==> src/rtl/rocketcpu_wb_streamer_pkg.sv <==
// Shared encodings for the Wishbone sample streamer: engine states and timeout limit.
package rocketcpu_wb_streamer_pkg;

  typedef enum logic [1:0] {
    ST_IDLE = 2'd0,
    ST_REQ  = 2'd1,
    ST_GAP  = 2'd2
  } state_t;

  localparam logic [7:0] TIMEOUT_LIMIT = 8'd255;

endpackage

==> src/rtl/rocketcpu_sample_fifo.sv <==
// Sample FIFO (DEPTH x 32) with flush; head word reads as zero while empty.
module rocketcpu_sample_fifo #(
  parameter int DEPTH = 4
) (
  input  logic                       clk,
  input  logic                       rst,
  input  logic                       flush,
  input  logic                       push,
  input  logic [31:0]                push_data,
  input  logic                       pop,
  output logic [31:0]                pop_data,
  output logic [$clog2(DEPTH):0]     count
);

  localparam int AW = $clog2(DEPTH);
  localparam int CW = AW + 1;

  logic [31:0]   mem [DEPTH];
  logic [AW-1:0] wr_ptr;
  logic [AW-1:0] rd_ptr;
  logic          empty;
  logic          full;
  logic          do_push;
  logic          do_pop;

  assign empty   = (count == '0);
  assign full    = (count == CW'(DEPTH));
  assign do_push = push && !full;
  assign do_pop  = pop && !empty;

  always_ff @(posedge clk or posedge rst) begin
    if (rst) begin
      wr_ptr <= '0;
      rd_ptr <= '0;
      count  <= '0;
    end else if (flush) begin
      wr_ptr <= '0;
      rd_ptr <= '0;
      count  <= '0;
    end else begin
      if (do_push) wr_ptr <= wr_ptr + 1'b1;
      if (do_pop)  rd_ptr <= rd_ptr + 1'b1;
      case ({do_push, do_pop})
        2'b10:   count <= count + 1'b1;
        2'b01:   count <= count - 1'b1;
        default: count <= count;
      endcase
    end
  end

  // Storage needs no reset: the head is masked to zero while empty.
  always_ff @(posedge clk) begin
    if (do_push && !flush) mem[wr_ptr] <= push_data;
  end

  assign pop_data = empty ? 32'h0 : mem[rd_ptr];

endmodule

==> src/rtl/rocketcpu_wb_streamer.sv <==
// Wishbone read initiator streaming a block of RAM words into a sample FIFO.
// Optional REQ timeout with sticky o_err: define ROCKETCPU_STREAMER_TIMEOUT_EN.
module rocketcpu_wb_streamer
  import rocketcpu_wb_streamer_pkg::*;
#(
  parameter int FIFO_DEPTH = 4,
  parameter int ACK_GAP    = 2
) (
  input  logic        i_wb_clk,
  input  logic        i_wb_rst,
  input  logic        i_start,
  input  logic        i_stop,
  input  logic [31:0] i_base,
  input  logic [15:0] i_len,
  input  logic        i_loop,
  output logic        o_busy,
  output logic        o_err,
  output logic [31:0] o_wb_adr,
  output logic [3:0]  o_wb_sel,
  output logic        o_wb_we,
  output logic        o_wb_cyc,
  input  logic [31:0] i_wb_rdt,
  input  logic        i_wb_ack,
  output logic [31:0] o_smp_data,
  output logic        o_smp_valid,
  input  logic        i_smp_ready
);

  localparam int CW = $clog2(FIFO_DEPTH) + 1;
  localparam int GW = (ACK_GAP > 1) ? $clog2(ACK_GAP) : 1;

  state_t        state_q, state_d;
  logic [31:0]   base_q, base_d;
  logic [15:0]   len_q, len_d;
  logic [15:0]   idx_q, idx_d;
  logic          loop_q, loop_d;
  logic          stop_q, stop_d;
  logic [GW-1:0] gap_q, gap_d;
  logic          gap_done;
  logic          fifo_flush;
  logic          fifo_push;
  logic          fifo_full;
  logic [CW-1:0] fifo_count;

`ifdef ROCKETCPU_STREAMER_TIMEOUT_EN
  logic [7:0] tmo_q, tmo_d;
  logic       err_q, err_d;
`endif

  assign gap_done  = (gap_q == GW'(ACK_GAP - 1));
  assign fifo_full = (fifo_count == CW'(FIFO_DEPTH));

  always_ff @(posedge i_wb_clk or posedge i_wb_rst) begin
    if (i_wb_rst) begin
      state_q <= ST_IDLE;
      base_q  <= '0;
      len_q   <= '0;
      idx_q   <= '0;
      loop_q  <= 1'b0;
      stop_q  <= 1'b0;
      gap_q   <= '0;
`ifdef ROCKETCPU_STREAMER_TIMEOUT_EN
      tmo_q   <= '0;
      err_q   <= 1'b0;
`endif
    end else begin
      state_q <= state_d;
      base_q  <= base_d;
      len_q   <= len_d;
      idx_q   <= idx_d;
      loop_q  <= loop_d;
      stop_q  <= stop_d;
      gap_q   <= gap_d;
`ifdef ROCKETCPU_STREAMER_TIMEOUT_EN
      tmo_q   <= tmo_d;
      err_q   <= err_d;
`endif
    end
  end

  always_comb begin
    state_d    = state_q;
    base_d     = base_q;
    len_d      = len_q;
    idx_d      = idx_q;
    loop_d     = loop_q;
    stop_d     = stop_q;
    gap_d      = gap_q;
    fifo_flush = 1'b0;
    fifo_push  = 1'b0;
`ifdef ROCKETCPU_STREAMER_TIMEOUT_EN
    tmo_d      = '0;
    err_d      = err_q;
`endif
    case (state_q)
      ST_IDLE: begin
        stop_d = 1'b0;
        if (i_start && (i_len != 16'd0)) begin
          fifo_flush = 1'b1;
          base_d     = i_base & 32'hFFFF_FFFC;
          len_d      = i_len;
          loop_d     = i_loop;
          idx_d      = '0;
          state_d    = ST_REQ;
`ifdef ROCKETCPU_STREAMER_TIMEOUT_EN
          err_d      = 1'b0;
`endif
        end
      end
      ST_REQ: begin
        if (i_stop) stop_d = 1'b1;
        if (i_wb_ack) begin
          fifo_push = 1'b1;
          idx_d     = idx_q + 16'd1;
          gap_d     = '0;
          state_d   = ST_GAP;
        end
`ifdef ROCKETCPU_STREAMER_TIMEOUT_EN
        else if (tmo_q == TIMEOUT_LIMIT - 8'd1) begin
          err_d   = 1'b1;
          state_d = ST_IDLE;
        end else begin
          tmo_d = tmo_q + 8'd1;
        end
`endif
      end
      ST_GAP: begin
        if (i_stop) stop_d = 1'b1;
        if (!gap_done) begin
          gap_d = gap_q + 1'b1;
        end else if (stop_q || i_stop) begin
          state_d = ST_IDLE;
        end else if ((idx_q == len_q) && !loop_q) begin
          state_d = ST_IDLE;
        end else begin
          // Wrap may happen while parked here waiting for FIFO space.
          if (idx_q == len_q) idx_d = '0;
          if (!fifo_full) state_d = ST_REQ;
        end
      end
      default: state_d = ST_IDLE;
    endcase
  end

  rocketcpu_sample_fifo #(
    .DEPTH(FIFO_DEPTH)
  ) u_fifo (
    .clk       (i_wb_clk),
    .rst       (i_wb_rst),
    .flush     (fifo_flush),
    .push      (fifo_push),
    .push_data (i_wb_rdt),
    .pop       (i_smp_ready),
    .pop_data  (o_smp_data),
    .count     (fifo_count)
  );

  assign o_busy      = (state_q != ST_IDLE);
  assign o_wb_cyc    = (state_q == ST_REQ);
  assign o_wb_adr    = base_q + {14'b0, idx_q, 2'b00};
  assign o_wb_sel    = 4'hF;
  assign o_wb_we     = 1'b0;
  assign o_smp_valid = (fifo_count != '0);

`ifdef ROCKETCPU_STREAMER_TIMEOUT_EN
  assign o_err = err_q;
`else
  assign o_err = 1'b0;
`endif

endmodule

==> config.mk <==
export PLATFORM = sky130hd
export DESIGN_NAME = rocketcpu_wb_streamer
export DESIGN_NICKNAME = d
export VERILOG_FILES = /design/src/rtl/rocketcpu_wb_streamer_pkg.sv /design/src/rtl/rocketcpu_sample_fifo.sv /design/src/rtl/rocketcpu_wb_streamer.sv
export SDC_FILE = /design/constraint.sdc
export NUM_CORES = 1
export LEC_CHECK = 0
export ABC_AREA = 1
export BUFFER_PORTS_ARGS = -buffer_cell sky130_fd_sc_hd__buf_4
export CAP_MARGIN = 20
export CORE_ASPECT_RATIO = 0.8
export CORE_UTILIZATION = 61
export DETAILED_ROUTE_END_ITERATION = 16
export GPL_TIMING_DRIVEN = 0
export PLACE_DENSITY = 0.94
export SYNTH_ARGS = -nofsm -noshare
export SYNTH_HDL_FRONTEND = slang
export SYNTH_SLANG_ARGS = --single-unit
==> constraint.sdc <==
create_clock -name i_wb_clk -period 6.95 [get_ports i_wb_clk]
set_input_delay 1.39 -clock i_wb_clk [delete_from_list [all_inputs] [get_ports i_wb_clk]]
set_output_delay 1.39 -clock i_wb_clk [all_outputs]
set_load 0.02 [all_outputs]
# [Word-level counts from Yosys, hierarchy flattened]
# Memory sizes are Yosys's and may differ from the RTL's.
# Index checks and enable logic that the tools add are counted.
[totals] input_bits=87 n_memories=1 ff_bits=74 ramBits=128 out_inout_bits=73
[memory_table] name="u_fifo.mem" words=4 word_bits=32 rd=1 rd_ports_with_merged_regs=0 write_ports=1 line_no="rocketcpu_sample_fifo.sv:18" source="logic [31:0] mem [DEPTH];"
[classes] addsub=7 n_eq_ne=14 n_reduce_logical=27 n_mux=32
[op_table] op="16-bit two-way mux" count=6
[op_table] op="16-bit one-hot mux with 3 select lines" count=1
[op_table] op="32-bit by 18-bit adder with 32-bit output" count=1
[op_table] op="32-bit two-way mux" count=1
[op_table] op="2-bit two-way mux" count=10
[op_table] op="16-bit by 1-bit adder with 16-bit output, second input constant" count=1
[op_table] op="16-bit == test" count=1
[op_table] op="16-bit nonzero test" count=1
[op_table] op="2-bit != test, second input constant" count=5
[op_table] op="2-bit nonzero test" count=5
[op_table] op="1-bit two-way mux" count=9
[op_table] op="3-bit nonzero test" count=3
[op_table] op="7-bit AND reduction" count=1
[op_table] op="2-bit one-hot mux with 3 select lines" count=1
[op_table] op="3-bit one-hot mux with 2 select lines" count=1
[op_table] op="2-bit AND reduction" count=3
[op_table] op="1-bit logical AND" count=5
[op_table] op="2-bit by 1-bit adder with 2-bit output, second input constant" count=2
[op_table] op="2-bit by 1-bit == test with 1-bit output, second input constant" count=2
[op_table] op="2-bit == test, second input constant" count=2
[op_table] op="1-bit zero test" count=4
[op_table] op="2-bit by 1-bit != test with 1-bit output, second input constant" count=2
[op_table] op="4-bit != test, second input constant" count=1
[op_table] op="1-bit one-hot mux with 2 select lines" count=2
[op_table] op="10 further kinds" count=10

# [Logic depth before layout (Yosys ltp)]
# Gate-level depths: netlist of the first run.
[logic_depth] word_depth=8 mapped_depth=13

# [Hierarchy]
# Synthesis of the first run repeated with hierarchy kept, for this count alone.
[hier_totals] cells_unflattened=1109 area_unflattened_um2=10164.7
[by_module_without_submodules] module="rocketcpu_sample_fifo" seq_area_each_um2=4018.9 area_each_um2=5440.2 cells_per_inst=442 n_inst=1
[by_module_without_submodules] module="rocketcpu_wb_streamer" seq_area_each_um2=1676.6 area_each_um2=4724.5 cells_per_inst=667 n_inst=1

# [Worst setup path before layout of the first run]
# Ideal clock, no wire load.
[synth_timing] path_type="input to register" from="input port i_len[15]" to="memory u_fifo.mem[0][0], enable pin" cell_stages=7 arrival_ps=3299 path_slack_ps=3229 setup_time_ps=421 n_path_buf=0 required_time_ps=6529 cell_sequence="nor2_1 > nand2_1 > nor2_1 > nand2_1 > nand3_2 > nand2_1 > nor2_1"
[synth_between] elab_chain_len=8
[synth_rtl] item="from (decl)" line_no="rocketcpu_wb_streamer.sv:14" source="input logic [15:0] i_len,"
[synth_rtl] item="16-bit nonzero test" line_no="rocketcpu_wb_streamer.sv:98" source="if (i_start && (i_len != 16'd0)) begin"
[synth_rtl] item="1-bit logical AND" line_no="rocketcpu_wb_streamer.sv:98"
[synth_rtl] item="1-bit two-way mux" line_no="rocketcpu_wb_streamer.sv:98"
[synth_rtl] item="1-bit two-way mux" line_no="rocketcpu_wb_streamer.sv:95" source="case (state_q)"
[synth_rtl] item="1-bit zero test" line_no="rocketcpu_sample_fifo.sv:53" source="if (do_push && !flush) mem[wr_ptr] <= push_data;"
[synth_rtl] item="1-bit logical AND" line_no="rocketcpu_sample_fifo.sv:53"
[synth_rtl] item="1-bit two-way mux" line_no="rocketcpu_sample_fifo.sv:53"
[synth_rtl] item="1-bit two-way mux (implied by the code)" line_no="rocketcpu_sample_fifo.sv:53"
[synth_rtl] item="to (decl)" line_no="rocketcpu_sample_fifo.sv:18"
# Every way passes these cells.

# [Worst setup path in the final report of the first run]
[layout_timing] from="register idx_q[0]" to="output port o_wb_adr[28]"
[layout_between] elab_chain_len=1
[layout_rtl] item="from (decl)" line_no="rocketcpu_wb_streamer.sv:35" source="logic [15:0] idx_q, idx_d;"
[layout_rtl] item="from (signal assigned)" line_no="rocketcpu_wb_streamer.sv:70" source="idx_q <= idx_d;"
[layout_rtl] item="32-bit by 18-bit adder with 32-bit output" line_no="rocketcpu_wb_streamer.sv:160" source="assign o_wb_adr = base_q + {14'b0, idx_q, 2'b00};"
[layout_rtl] item="to (decl)" line_no="rocketcpu_wb_streamer.sv:18" source="output logic [31:0] o_wb_adr,"
# Every way passes these cells.

==> results of run 1 <==
==> logic make-up after synthesis <==
family          after synthesis  share of synthesized area, %
compound gates              178                          9.06
xor+xnor                     30                          2.62
simple gates                545                          22.1
flops                       202                          56.8
other cells                   2                        0.0748
fa+ha+maj                    28                          3.64
buf+inv                     141                          5.75
==> final cells by class <==
| class | instances | area [um2] |
|---|---|---|
| Multi-Input combinational cell | 789 | 3820 |
| Clock inverter | 11 | 141 |
| Clock buffer | 25 | 561 |
| Timing Repair Buffer | 153 | 1210 |
| Sequential cell | 202 | 5700 |
| Fill cell | 997 | 3630 |
| Inverter | 95 | 359 |
| Tap cell | 215 | 269 |
| Buffer | 46 | 220 |
==> worst paths after layout <==
path / start / end / slack (ns)
setup / recovery: idx_q[0]$_DFFE_PP0P_ / o_wb_adr[28] / 2.49
hold / removal: gap_done$_DFFE_PP0P_ / gap_done$_DFFE_PP0P_ / 0.48
setup reg to reg: state_q[1]$_DFFE_PP0P_ / u_fifo.mem[2][6]$_DFFE_PP_ / 4.05
hold reg to reg: gap_done$_DFFE_PP0P_ / gap_done$_DFFE_PP0P_ / 0.48
max in group asynchronous: i_wb_rst / len_q[9]$_DFFE_PP0P_ / 5.50
min in group asynchronous: i_wb_rst / base_q[21]$_DFFE_PP0P_ / 0.90
==> through the flow <==
stage | std cells | setup WS [ns] | instance area [um2]
2_1_floorplan | 1132 | 3.23 | 10100
3_3_place_gp | 1496 | 1.92 | 11400
3_5_place_dp | 1500 | 3.08 | 11600
4_1_cts | 1536 | 2.53 | 12300
5_1_grt | 1536 | 2.32 | 12300
6_report | 1536 | 2.49 | 12300
==> synthesized netlist by cell type (all sizes together) <==
cell type and count:
a21boi 1, a21oi 57, a22o 1, and3 1, buf 17, clkbuf 29, clkinv 1, conb 2
dfrtp 74, edfxtp 128, fa 2, ha 26, inv 94, nand2 269, nand3 44, nand3b 2
nand4 10, nor2 202, nor3 11, nor3b 3, o21a 1, o21ai 117, o31ai 1, or2 3
xnor2 7, xor2 23
==> worst max-delay path: stages (launching register included) <==
cell	delay [ns]
dfrtp_1	0.50
ha_1	0.26
inv_1	0.06
fa_1	0.42
o21ai_2	0.22
a21boi_1	0.15
o21ai_0	0.40
nand2_1	0.13
nand2_1	0.13
nand3_1	0.08
nand2_1	0.08
buf_4	0.14
==> sequential cells by signal (all words and copies together) (netlist names), 2 cells and up <==
name,flops
len_q,16
u_fifo.count,3
idx_q,16
u_fifo.wr_ptr,2
base_q,30
u_fifo.rd_ptr,2
u_fifo.mem,128
state_q,2
==> power breakdown <==
group	internal, uW	switching [uW]
Clock	688	445
Sequential	1510	158
Combinational	795	1490
==> cell usage in the layout (no fill, tap or decap), drive strengths merged, types with 44 or more instances in the layout <==
cell type	count
edfxtp	128
clkbuf	54
buf	170
o21ai	117
nand3	44
nor2	202
nand2	269
a21oi	57
dfrtp	74
inv	96
==> routing by layer <==
layer  up-vias  global-route usage (%)  wire (um)
met5         -                       0          0
met4         0                    12.5        837
met3        70                    4.38       2180
met2       469                    51.5      12300
met1      4035                    42.4      10500
li1       4051                       -          -
==> metrics.md, run 1 <==
| Metric | Value |
|---|---|
| Hold depth | `2` |
| Post-CTS setup buffer count | `0` |
| Initial antenna violation count | `0` |
| Worst vdd ir | `0.247 mV` |
| Final Power | `5090 uW` |
| Synth top area cells | `edfxtp_1 (38%), dfrtp_1 (18%), nand2_1 (10%)` |
| Antenna fix cells | `0` |
| Tmin final | `4.46 ns` |
| Area delta synth->final | `22.2%` |
| Status | `finished, final reports clean` |
| Gr ovfl total | `0` |
| Avg Inst Size Synth | `8.91 um2` |
| Cell variety after synth | `39` |
| Critical path peak fanout | `7` |
| Startpoint Class | `flop` |
| Rel. slew slack | `31.6%` |
| Routed vias | `8625` |
| Achievable Freq | `0.224 GHz` |
| CTS tree | `built` |
| Post-CTS Hold Buffers | `0` |
| DP Wirelength | `17700 um` |
| PostCTS Resize Cnt | `0` |
| Static Leakage | `0.00544 uW` |
| Final Cycle Share | `64.2%` |
| Fin util | `77.1%` |
| Core Region | `15900 um2` |
| Fin. max-slew vios | `0` |
| Pwr/cell area | `415 nW/um2` |
| Vias in the first global route | `8257` |
| GPL Wtd Cong | `0.989` |
| Clock Tree Root | `clkbuf_16` |
| Synth warn | `0` |
| Routed length per instance | `16.8 um` |
| Final Hold Fails | `0` |
| Worst-margin pin slew | `1.02 ns` |
| CP required | `5.56 ns` |
| Number of vias per cell | `5.62` |
| Die X | `145 um` |
| Post-Route WL | `25800 um` |
| FP Rows | `41` |
| Clock sink count | `202` |
| Layout cell share with drive strength beyond 1 | `16.8%` |
| 1st-pass router iterations | `7` |
| Final Skew | `0.0102 ns` |
| Worst EP arrival | `3.07 ns` |
| Iter 0 DRT Violations | `741` |
| RSZ-0062 raised after global routing | `no` |
| Synth Cell Area | `10000 um2` |
| Finish-stage setup viols | `0` |
| Post-Route Setup TNS | `0 ns` |
| Die area | `17000 um2` |
| Starting Density | `63.1%` |
| Reg2Reg Depth | `6` |
| Hold Worst Slack | `0.484 ns` |
| Setup crit end kind | `output pin` |
| Cell count after synthesis | `1126` |
| Clk pin slew, worst setup/hold paths | `0.07 ns` |
| Routed Antenna Nets | `0` |
| Htree depth | `1` |
| Area leader, netlist | `edfxtp_1` |
| WS Path Type | `reg -> out` |
| Total CTS buffers | `20` |
| Skew-Pair Late Insertion Delay | `0.49 ns` |
| I/O pins | `160` |
| Max-cap violations | `0` |
| Clk buf depth | `3` |
| Total GRT Usage | `31.1%` |
| # nets final | `1422` |
| Largest net degree at the start of global routing | `48` |
| Post-route DRC violation count | `0` |
| Port bufs | `149` |
| Top cell type's share of synthesized area | `38.3%` |
| Die H | `117 um` |
| Global-route wire length before repair | `40900 um` |
| Min-Delay Path Class | `reg -> reg` |
| #FFs+latches synth | `202` |
| Seq/Total Area, Yosys | `56.8%` |
Power figures use the tool's default switching activity.
==> run 2: changes to the inputs <==
- CORE_UTILIZATION: 61 -> 57
- PLACE_DENSITY: 0.94 -> 0.89
- clock period: 6.95 -> 4.15 ns (I/O delays scaled with it)
==> run 2 against run 1 <==
Final cell count rose by 0.78%. Global-route usage fell by 3.5 points. Largest cell class unchanged. Die area rose by 6.9%. Sequential share of layout area barely moved. Sequential power rose by 67%. Combinational power rose by 65%. Hold slack got worse by 0.14 ns. Wire length fell by 2.6%. Largest power group unchanged. Critical path type unchanged. Clock skew rose by 0.0074 ns. First-iteration DRC count fell by 3.2%. Final area barely moved.
==> metrics.md, run 2 (synthesis results as in run 1) <==
| Metric | Value |
|---|---|
| Startpoint Class | `flop` |
| Die X | `150 um` |
| Biggest register | `u_fifo.mem` |
| Fin. max-slew vios | `0` |
| Worst vdd ir | `0.368 mV` |
| # nets final | `1424` |
| Post-route DRC violation count | `0` |
| Fillers | `1252` |
| Largest net degree at the start of global routing | `44` |
| Area after DPL | `11600 um2` |
| Crit-path most repeated cell | `nand2_1` |
| WS Path Type | `reg -> out` |
| Routed vias | `8387` |
| Gr ovfl total | `0` |
| Achievable Freq | `0.259 GHz` |
| Skew-Pair Late Insertion Delay | `0.50 ns` |
| Setup crit end kind | `output pin` |
| Hold Worst Slack | `0.343 ns` |
| Tmin final | `3.86 ns` |
| RSZ-0062 raised after global routing | `no` |
| Critical R2R Launch | `state_q[1]$_DFFE_PP0P_` |
| Number of vias per cell | `5.42` |
| FP Rows | `43` |
| Final Hold Fails | `0` |
| Starting Density | `58.1%` |
| Internal reg-to-reg setup slack | `1.65 ns` |
| Status | `finished, final reports clean` |
| Min-Delay Path Class | `in -> async` |
| Pre-CTS setup slack | `0.909 ns` |
| Clk buf depth | `3` |
| Most frequent cells in the layout | `nand2_1 (267), nor2_1 (197), buf_4 (158)` |
| Fin util | `71.0%` |
| Core Region | `17300 um2` |
| Crit path capture | `o_wb_adr[24]` |
| Reg2Reg Depth | `13` |
| Total GRT Usage | `27.7%` |
| Final Skew | `0.0177 ns` |
| Post-CTS setup buffer count | `0` |
| Static Leakage | `0.00543 uW` |
| Total CTS buffers | `21` |
| CP max stage delay | `0.49 ns` |
| Slowest CP cell | `dfrtp_1` |
| Setup ws final | `0.290 ns` |
| Clk pin slew, worst setup/hold paths | `0.06 ns` |
| Clock Tree Root | `clkbuf_16` |
| Worst-margin pin slew | `0.627 ns` |
| Port bufs | `149` |
| Post-CTS Hold Buffers | `0` |
| Commonest non-fill, non-tap cell in the layout | `nand2_1` |
| 1st-pass router iterations | `5` |
| Post-Route WL | `25100 um` |
| Vias in the first global route | `7789` |
| Clock sink count | `202` |
| CTS tree | `built` |
| Biggest registers after layout | `u_fifo.mem x128, base_q x30` |
| Max-cap violations | `0` |
| Routed Antenna Nets | `0` |
| Die area | `18100 um2` |
| Routed length per instance | `16.2 um` |
| Layout cell share with drive strength beyond 1 | `17.0%` |
| Global-route wire length before repair | `38400 um` |
| Antenna fix cells | `0` |
| Pwr/cell area | `683 nW/um2` |
| Initial antenna violation count | `0` |
| Final Cycle Share | `93.0%` |
| CP required | `3.32 ns` |
| Worst Setup SP | `idx_q[0]$_DFFE_PP0P_` |
| Area delta synth->final | `22.2%` |
| Die H | `121 um` |
| Final Power | `8370 uW` |
| Final Cell Area | `12300 um2` |
| Max reg flops | `128` |
| Iter 0 DRT Violations | `717` |
| DP Wirelength | `17800 um` |
| PostCTS Resize Cnt | `0` |
| Critical path peak fanout | `7` |
| I/O pins | `160` |
| Rel. slew slack | `58.2%` |
| Finish-stage setup viols | `0` |
| Worst flop-to-flop path endpoint | `u_fifo.count[2]$_DFFE_PP0P_` |
| Worst EP arrival | `3.03 ns` |
| Htree depth | `1` |
| Crit-path cells | `ha_1 > inv_1 > fa_1 > o21ai_2 > a21boi_1 > o21ai_0 > nand2_1 > nand2_1 > nand3_1 > nand2_1 > buf_4` |
| GPL Wtd Cong | `0.956` |
run 2: cell types whose count changed in the layout (fill, tap and decap cells not counted), sizes merged:
cell      change
buf           +1
clkinvlp      +1
clkinv        -2
bufinv        -3
clkbuf        +4
inv           +1
run 2: per-layer routing:
layer | vias up | global-route usage (%) | routed length [um]
li1 | 4052 | - | -
met1 | 3889 | 39.6 | 10700
met2 | 402 | 44.8 | 12000
met3 | 44 | 3.13 | 1930
met4 | 0 | 7.64 | 499
met5 | - | 0 | 0
run 2: worst max-delay path, delay by kind of cell, from the launching register on:
kind            cells  cell delay [ns]
compound gates      3             0.74
fa+ha+maj           2             0.63
flops               1             0.49
simple gates        4             0.45
buf+inv             2             0.20
run 2: power breakdown:
group / switching (uW) / internal, uW
registers: 262 / 2530
clock network: 767 / 1040
logic: 2440 / 1330
run 2: per-stage QoR:
stage,TNS [ns],std cells
after floorplan,0,1132
after global placement,-44.50,1506
after detailed placement,0,1511
after CTS,0,1548
after global routing,0,1548
final,0,1548
run 2: worst min-delay path by stage:
stage,slack [ns],endpoint,cells past startpoint,startpoint
floorplan,0.45,gap_done$_DFFE_PP0P_,2,gap_done$_DFFE_PP0P_
global placement,0.46,gap_done$_DFFE_PP0P_,2,gap_done$_DFFE_PP0P_
detailed placement,0.48,base_q[2]$_DFFE_PP0P_,2,base_q[2]$_DFFE_PP0P_
CTS,0.34,base_q[17]$_DFFE_PP0P_,2,i_wb_rst
global route,0.37,base_q[25]$_DFFE_PP0P_,2,i_wb_rst
finish,0.34,base_q[17]$_DFFE_PP0P_,2,i_wb_rst
run 2: area by class of cell:
type	count	area, um2	area share (%)
flip-flops and latches	202	5700	46.4
multi-input cells	789	3820	31.1
repair buffers	154	1220	9.94
clock buffers	29	611	4.98
inverters	95	359	2.93
well taps	225	282	2.30
plain buffers	46	220	1.80
clock inverters	8	60.1	0.490
==> run 3: changes to the inputs <==
- CAP_MARGIN: 20 -> unset
- CORE_ASPECT_RATIO: 0.8 -> 0.6
==> run 3 against run 2 <==
Global-route usage increased by 0.47 points. Maximum frequency increased by 1.4%. Total power increased by 0.80%. Die area about the same. Critical endpoint is now o_wb_adr[28]. Wire length increased by 1.5%. Worst setup slack improved by 0.054 ns. Clock skew decreased by 0.0082 ns. Utilization increased by 0.56 points. Sequential cell count unchanged. Non-clock buffer count unchanged.
==> metrics.md, run 3 (synthesis results as in run 1) <==
| Metric | Value |
|---|---|
| Finish-stage setup viols | `0` |
| # nets final | `1423` |
| Clock Tree Root | `clkbuf_16` |
| Final Skew | `0.00949 ns` |
| Achievable Freq | `0.263 GHz` |
| Core Region | `17200 um2` |
| Antenna fix cells | `0` |
| Placed cell count | `1520` |
| DP Wirelength | `18600 um` |
| Max-cap violations | `0` |
| CP max stage delay | `0.50 ns` |
| GPL Wtd Cong | `0.947` |
| Crit-path most repeated cell | `nand2_1` |
| Critical path peak fanout | `7` |
| RSZ-0062 raised after global routing | `no` |
| Clk pin slew, worst setup/hold paths | `0.07 ns` |
| I/O pins | `160` |
| GRT busiest layer | `met1` |
| Tmin final | `3.81 ns` |
| Cell family with most CP delay | `compound AO/OA/AOI/OAI gates` |
| Final Cycle Share | `91.7%` |
| Biggest register | `u_fifo.mem` |
| Met3 GRT Util | `4.69%` |
| Met2 Track Usage GR | `41.6%` |
| Max reg flops | `128` |
| Most frequent cells in the layout | `nand2_1 (267), nor2_1 (197), buf_4 (158)` |
| Status | `finished, final reports clean` |
| Worst Setup SP | `idx_q[0]$_DFFE_PP0P_` |
| Pwr/cell area | `687 nW/um2` |
| Starting Density | `58.4%` |
| Startpoint Class | `flop` |
| Worst-margin pin slew | `0.683 ns` |
| Reg2Reg Depth | `7` |
| Layout cell share with drive strength beyond 1 | `16.7%` |
| Die area | `18200 um2` |
| FP Rows | `37` |
| Die X | `173 um` |
| Crit-path cells | `ha_1 > inv_1 > fa_1 > o21ai_2 > a21boi_1 > o21ai_0 > nand2_1 > nand2_1 > nand3_1 > nand2_1 > buf_4` |
| Slowest CP cell | `dfrtp_1` |
| Setup crit end kind | `output pin` |
| Routed length per instance | `16.4 um` |
| Vias in the first global route | `7825` |
| Buffers plus inverters on the worst setup path | `2` |
| Commonest non-fill, non-tap cell in the layout | `nand2_1` |
| Routed Antenna Nets | `0` |
| Clk buf depth | `3` |
| Post-CTS Hold Buffers | `0` |
| Fin. max-slew vios | `0` |
| Static Leakage | `0.00542 uW` |
| Post-route DRC violation count | `0` |
| Worst vdd ir | `0.470 mV` |
| Iter 0 DRT Violations | `826` |
| Global-route wire length before repair | `39800 um` |
| Area after DPL | `11600 um2` |
| Initial antenna violation count | `0` |
| Htree depth | `1` |
| Skew-Pair Late Insertion Delay | `0.48 ns` |
| Total CTS buffers | `20` |
| Worst flop-to-flop path endpoint | `u_fifo.mem[2][6]$_DFFE_PP_` |
| Number of vias per cell | `5.41` |
| GR Layer Usage met1 | `43.2%` |
| Port bufs | `149` |
| Biggest registers after layout | `u_fifo.mem x128, base_q x30` |
| Post-CTS setup buffer count | `0` |
| Min-Delay Path Class | `in -> async` |
| Fillers | `1241` |
| Gr ovfl total | `0` |
| Final Cell Area | `12300 um2` |
| Post-Route WL | `25500 um` |
| Total GRT Usage | `28.1%` |
| Largest net degree at the start of global routing | `57` |
| PostCTS Resize Cnt | `0` |
| WS Path Type | `reg -> out` |
| Routed vias | `8414` |
| CTS tree | `built` |
| Final Hold Fails | `0` |
| Worst EP arrival | `2.98 ns` |
| Die H | `105 um` |
| Area delta synth->final | `22.5%` |
| Rel. slew slack | `54.5%` |
| Critical R2R Launch | `state_q[1]$_DFFE_PP0P_` |
| CP required | `3.32 ns` |
| Clock sink count | `202` |
| Internal reg-to-reg setup slack | `1.58 ns` |
| 1st-pass router iterations | `6` |
| Non-Filler Instances | `1555` |
## run 3: worst max-delay path by stage
stage                             endpoint  slack, ns  cells past startpoint
3_5_place_dp                  o_wb_adr[28]       0.90                     11
2_1_floorplan   u_fifo.mem[0][0]$_DFFE_PP_       0.99                      7
6_report                      o_wb_adr[28]       0.34                     11
3_3_place_gp   u_fifo.mem[3][18]$_DFFE_PP_      -0.27                      8
5_1_grt                       o_wb_adr[28]       0.15                     11
4_1_cts                       o_wb_adr[28]       0.37                     11
## run 3: layer usage
metal  vias up  share of wire [%]
met2       415                 43
met4         0                2.0
met3        40                9.1
li1       4048                  -
met5         -                  0
met1      3911                 46
## run 3: power breakdown
part           leakage, uW  internal [uW]  switching (uW)
Sequential         0.00209           2530             271
Combinational      0.00301           1330            2450
Clock             0.000316           1110             745
Total              0.00542           4970            3460
## run 3: final cells by class
cell class	instances	area, um2	area share, %
Buffer	46	220	1.79
Clock buffer	24	537	4.37
Clock inverter	11	136	1.11
Inverter	95	359	2.92
Multi-Input combinational cell	789	3820	31.0
Sequential cell	202	5700	46.3
Tap cell	234	293	2.38
Timing Repair Buffer	154	1230	10.0
## run 3: through the flow
| stage | setup TNS, ns | setup slack, ns | util, % | hold slack, ns | total power [uW] |
|---|---|---|---|---|---|
| floorplan | 0 | 0.989 | - | 0.446 | 5100 |
| global placement | -27.77 | -0.274 | 66.8 | 0.469 | 6390 |
| detailed placement | 0 | 0.898 | 67.6 | 0.472 | 6550 |
| CTS | 0 | 0.369 | 71.6 | 0.291 | 8430 |
| global route | 0 | 0.150 | 71.6 | 0.315 | 8910 |
| finish | 0 | 0.344 | 71.6 | 0.298 | 8440 |
